$ cat src/rtl/arith_seq.sv
// arith_seq: arithmetic-unit sequencer for ADD, SUB and MUL.
// It fetches two operands over a req/ack memory handshake, drives the AU
// micro-strobes, and stores the result from AU reg C to addr2.
// Optional build macro ARITH_SEQ_TIMEOUT_EN adds a handshake watchdog
// that gives up after MEM_TIMEOUT cycles without an ack.
module arith_seq #(
  parameter int unsigned MUL_STEPS   = 30,
  parameter int unsigned CNT_W       = 5,
  parameter int unsigned MEM_TIMEOUT = 255
) (
  input  logic       clk,
  input  logic       resetn,
  input  logic       start_i,
  input  logic [1:0] op_i,
  output logic       busy_o,
  output logic       done_o,
  output logic       ovf_o,
  output logic       err_o,
  output logic       mem_rd_req_o,
  output logic       mem_wr_req_o,
  output logic       mem_addr_sel_o,
  input  logic       mem_ack_i,
  input  logic       carry_out_from_au,
  input  logic       reg_c30_from_au,
  output logic       do_mem_to_c_to_au,
  output logic       do_move_c_to_a_to_au,
  output logic       do_move_c_to_b_to_au,
  output logic       do_clear_b_to_au,
  output logic       do_not_b_to_au,
  output logic       do_sum_to_au,
  output logic       do_right_shift_bc_to_au,
  output logic       do_move_b_to_c_to_au
);

  typedef enum logic [3:0] {
    S_IDLE, S_LD1, S_MV_A, S_CLR_B, S_LD2, S_MV_B, S_NOT_B,
    S_SUM, S_M_ADD, S_M_SHR, S_MV_BC, S_ST, S_DONE
  } state_e;

  typedef enum logic [1:0] {
    OP_ADD = 2'b00,
    OP_SUB = 2'b01,
    OP_MUL = 2'b10,
    OP_ILL = 2'b11
  } op_e;

  state_e           state_q, state_d;
  op_e              op_q, op_d;
  logic [CNT_W-1:0] cnt_q, cnt_d;
  logic             ovf_q, ovf_d;
  logic             err_q, err_d;
  logic             cnt_done;

`ifdef ARITH_SEQ_TIMEOUT_EN
  localparam int unsigned WAIT_W = $clog2(MEM_TIMEOUT + 1);
  logic [WAIT_W-1:0] wait_q, wait_d;
`endif

  assign cnt_done = (cnt_q == CNT_W'(MUL_STEPS));

  // State and status registers; synchronous active-low reset.
  always_ff @(posedge clk) begin
    if (!resetn) begin
      state_q <= S_IDLE;
      op_q    <= OP_ADD;
      cnt_q   <= '0;
      ovf_q   <= 1'b0;
      err_q   <= 1'b0;
`ifdef ARITH_SEQ_TIMEOUT_EN
      wait_q  <= '0;
`endif
    end else begin
      state_q <= state_d;
      op_q    <= op_d;
      cnt_q   <= cnt_d;
      ovf_q   <= ovf_d;
      err_q   <= err_d;
`ifdef ARITH_SEQ_TIMEOUT_EN
      wait_q  <= wait_d;
`endif
    end
  end

  // Next-state, step counter and ovf/err status.
  always_comb begin
    state_d = state_q;
    op_d    = op_q;
    cnt_d   = cnt_q;
    ovf_d   = ovf_q;
    err_d   = err_q;
    unique case (state_q)
      S_IDLE: begin
        if (start_i) begin
          op_d  = op_e'(op_i);
          cnt_d = '0;
          ovf_d = 1'b0;
          err_d = (op_e'(op_i) == OP_ILL);
          state_d = (op_e'(op_i) == OP_ILL) ? S_DONE : S_LD1;
        end
      end
      S_LD1:   if (mem_ack_i) state_d = S_MV_A;
      S_MV_A:  state_d = (op_q == OP_MUL) ? S_CLR_B : S_LD2;
      S_CLR_B: state_d = S_LD2;
      S_LD2:   if (mem_ack_i) state_d = (op_q == OP_MUL) ? S_M_ADD : S_MV_B;
      S_MV_B:  state_d = (op_q == OP_SUB) ? S_NOT_B : S_SUM;
      S_NOT_B: state_d = S_SUM;
      S_SUM: begin
        ovf_d   = (op_q == OP_SUB) ? ~carry_out_from_au : carry_out_from_au;
        state_d = S_MV_BC;
      end
      // M_ADD doubles as the loop-exit test: after the last shift it is
      // visited once more with the count at MUL_STEPS and issues no strobe.
      S_M_ADD: begin
        if (cnt_done) begin
          cnt_d   = '0;
          state_d = S_MV_BC;
        end else begin
          state_d = S_M_SHR;
        end
      end
      S_M_SHR: begin
        cnt_d   = cnt_q + 1'b1;
        state_d = S_M_ADD;
      end
      S_MV_BC: state_d = S_ST;
      S_ST:    if (mem_ack_i) state_d = S_DONE;
      S_DONE:  state_d = S_IDLE;
      default: state_d = S_IDLE;
    endcase

`ifdef ARITH_SEQ_TIMEOUT_EN
    // Watchdog overrides the wait states: give up and report an error.
    wait_d = '0;
    if ((state_q == S_LD1 || state_q == S_LD2 || state_q == S_ST) && !mem_ack_i) begin
      if (wait_q == WAIT_W'(MEM_TIMEOUT - 1)) begin
        state_d = S_DONE;
        err_d   = 1'b1;
      end else begin
        wait_d = wait_q + 1'b1;
      end
    end
`endif
  end

  // Handshake, status and AU strobe decode from the current state.
  always_comb begin
    busy_o                  = (state_q != S_IDLE);
    done_o                  = (state_q == S_DONE);
    ovf_o                   = ovf_q;
    err_o                   = err_q;
    mem_rd_req_o            = (state_q == S_LD1) || (state_q == S_LD2);
    mem_wr_req_o            = (state_q == S_ST);
    mem_addr_sel_o          = (state_q == S_LD2) || (state_q == S_ST);
    do_mem_to_c_to_au       = ((state_q == S_LD1) || (state_q == S_LD2)) && mem_ack_i;
    do_move_c_to_a_to_au    = (state_q == S_MV_A);
    do_move_c_to_b_to_au    = (state_q == S_MV_B);
    do_clear_b_to_au        = (state_q == S_CLR_B);
    do_not_b_to_au          = (state_q == S_NOT_B);
    do_sum_to_au            = (state_q == S_SUM) ||
                              ((state_q == S_M_ADD) && reg_c30_from_au && !cnt_done);
    do_right_shift_bc_to_au = (state_q == S_M_SHR);
    do_move_b_to_c_to_au    = (state_q == S_MV_BC);
  end

endmodule
$ cat config.mk
export PLATFORM = sky130hd
export DESIGN_NAME = arith_seq
export DESIGN_NICKNAME = d
export VERILOG_FILES = /design/src/rtl/arith_seq.sv
export SDC_FILE = /design/constraint.sdc
export NUM_CORES = 1
export LEC_CHECK = 0
export ABC_AREA = 1
export CORE_MARGIN = 5
export CORE_UTILIZATION = 42
export CTS_CLUSTER_DIAMETER = 100
export DETAILED_ROUTE_END_ITERATION = 16
export GPL_ROUTABILITY_DRIVEN = 0
export GPL_TIMING_DRIVEN = 0
export PLACE_DENSITY = 0.73
export SLEW_MARGIN = 20
export SYNTH_ARGS = -nofsm -noshare
export SYNTH_HDL_FRONTEND = slang
export SYNTH_SLANG_ARGS = --single-unit
$ cat constraint.sdc
create_clock -name clk -period 1.1 [get_ports clk]
set_clock_uncertainty 0.05 [all_clocks]
set_input_delay 0.275 -clock clk [delete_from_list [all_inputs] [get_ports clk]]
set_output_delay 0.275 -clock clk [all_outputs]
set_load 0.02 [all_outputs]
==> impl_metrics.toml <==
[grt]
grt_pass1_wl_um = 4422
gr-total-overflow = 0
grt_max_degree = 11
grt_usage_pct = 17.77
antenna_found_initial = 0
grt_pass1_vias = 1024

[synth]
synth_cells = 133
synth_commonest_cells = "nand2_1, nor2_1, a21oi_1, dfxtp_1, inv_1"
async_reset_ff_share_pct = 0
yosys.area.top_type = "dfxtp_1"
avgSynthCellArea_um2 = 6.576
yosys.cell_count.top_type = "nand2_1"
synth-edff-count = 0
synth_cell_type_count = 25
synthTopCellsByArea = "dfxtp_1, nand2_1, a21oi_1"
syn_area_um2 = 874.6
synth.net_count = 143
synth_top_area_share_pct = 29.76
ys.flop_type = "dfxtp_1"
yosysWarnings = 0
ys_ff_latch = 13
seq_area_frac_synth_pct = 29.76

[die]
rows = 16
die_h_um = 55.63
start_util_pct = 44.13
core_um2 = 1982
die_x_um = 55.63
die_area_um2 = 3095
ios = 23

[run_status]
violations = "setup timing"
outcome = "complete, but fails checks"

[routing]
ant_nets = 0
wl_um = 2959
via_per_inst = 5.245
wire_per_inst_um = 14.80
vias = 1049
firstDrtPassIters = 4
drc = 0
drt_iter0_markers = 25

[critical_path]
slowest_stage = "dfxtp_4"
reg2reg_slack_ns = -0.37
r2r_start = "state_q[2]"
worst_r2r_endpoint = "cnt_q[2]"
criticalPathCategory = "reg -> out"
critPathLaunchType = "flip-flop"
worstPathRequired_ns = 0.77
cp_cell_sequence = "inv_8, nor2_4, nand2_4, a21oi_4, buf_6"
critPathTopFamily = "flip-flops"
ff2ff_path_depth = 7
crit_fanout = 5
critPathBufInv = 2
cp.arrival_ns = 1.32
crit_cells = 5
end_kind = "output port"
cpPeakStageDelay_ns = 0.44

[timing]
hold_viol_final = 0
rsz0062_at_grt = "true"
fin_ws_ns = -0.5470
final-setup-viol-count = 26
hold_ws_ns = 0.4190
period_share_pct = 149.7
period_needed_ns = 1.647
max_freq_mhz = 607.2
finalMaxSlewViolations = 0
worst_pin_slew_ns = 0.2992
relSlewSlack_pct = 80.05
setup_tns_ns = -9.245

[clock_network]
cts_buffers = 3
cts_tree = "yes"
clock_latency_ns = 0.30
cts.path.max_buffers = 2
path_clk_slew_ns = 0.10
clock-sinks = 13
h-tree-depth = 1
cts_root_buffer = "clkbuf_4"

[hold_path]
hold_path_startpoint = "err_o"
hold_depth = 2
min_path_type = "reg -> reg"
hold-path-endpoint = "err_o"

[layout]
syn_to_final_growth_pct = 78.54
drive_gt1_share_pct = 61.27
fin_nets = 184
diodes = 0
ff_latch_area_um2 = 282.8
multi_input_area_um2 = 797.0
fill_cells = 129
final_area_um2 = 1562
final_util_pct = 78.79

[power_and_ir_drop]
ir_worst_vdd_uv = 1788
powerDensity_nw_per_um2 = 2234
p_leak_uw = 0.0006459
total_power_uw = 3489

[placement]
place_area_um2 = 1256
hpwl_um = 1897
port_buffers = 22

[flow_run]
maxCapViolations = 0
[metal layers]
layer | part of all wire, % | global-route usage [%] | routed length (um)
met5 | 0 | 0 | 0
met4 | 1.7 | 6.250 | 51
met3 | 3.6 | 3.480 | 107
met2 | 51 | 30.41 | 1516
met1 | 43 | 21.96 | 1283
[cells in the final DEF, fill, tap and decap left out, types with 8 or more instances in the layout]
master	netlist	final
buf_4	0	16
buf_6	0	13
inv_1	12	8
nand2_1	28	11
nand2_2	1	12
nand2_4	4	9
nand3_1	11	9
nor2_4	1	12
[final cells by class]
cell class | count | share of cell area, %
Clock buffer | 4 | 1.683
Multi-Input combinational cell | 103 | 51.04
Buffer | 1 | 0.3205
Sequential cell | 13 | 18.11
Tap cell | 27 | 2.163
Timing Repair Buffer | 36 | 21.55
Inverter | 16 | 5.128
[flip-flops by register name (all words and copies together), names as in the netlist]
register	flops
err_o	1
state_q	4
cnt_q	5
ovf_o	1
op_q	2
[worst max path at each step]
stage | from | end | slack, ns
after floorplan | state_q[2] | state_q[3] | -0.13
after global placement | mem_ack_i | do_mem_to_c_to_au | -0.87
after detailed placement | mem_ack_i | do_mem_to_c_to_au | -0.88
after CTS | state_q[2] | do_mem_to_c_to_au | -0.55
after global routing | state_q[2] | do_mem_to_c_to_au | -0.59
final | state_q[2] | do_mem_to_c_to_au | -0.55
[kinds of logic after synthesis]
family / count (synthesis) / synth area share (%)
AO/OA/AOI/OAI: 29 / 18.60
adder cells (fa/ha/maj): 2 / 2.861
AND/OR/NAND/NOR: 70 / 39.48
XOR/XNOR: 2 / 2.003
buffers and inverters: 17 / 7.295
flip-flops: 13 / 29.76
[power breakdown]
group / leakage [uW] / switching [uW] / internal [uW]
Sequential: 0.000111 / 178 / 578
Clock: 0.0000150 / 199 / 142
Combinational: 0.000520 / 1430 / 964
[what timing repair did]
action,in CTS,in global routing
endpoints found under the hold margin,0,0
pin swaps,12,12
buffers inserted,10,5
setup endpoints to repair,28,28
hold buffers,0,0
resized for setup,102,34
[worst min-delay path, cell delays in order, from the launching register on]
cell and delay [ns]:
dfxtp_2 0.33, nand2_1 0.05, a21oi_1 0.06
[metrics by stage]
step,instances,setup slack [ns]
2_1_floorplan,133,-0.1275
3_3_place_gp,182,-0.8718
3_5_place_dp,182,-0.8793
4_1_cts,195,-0.5467
5_1_grt,200,-0.5889
6_report,200,-0.5470
Note: power is estimated with default switching activity, not from simulation.
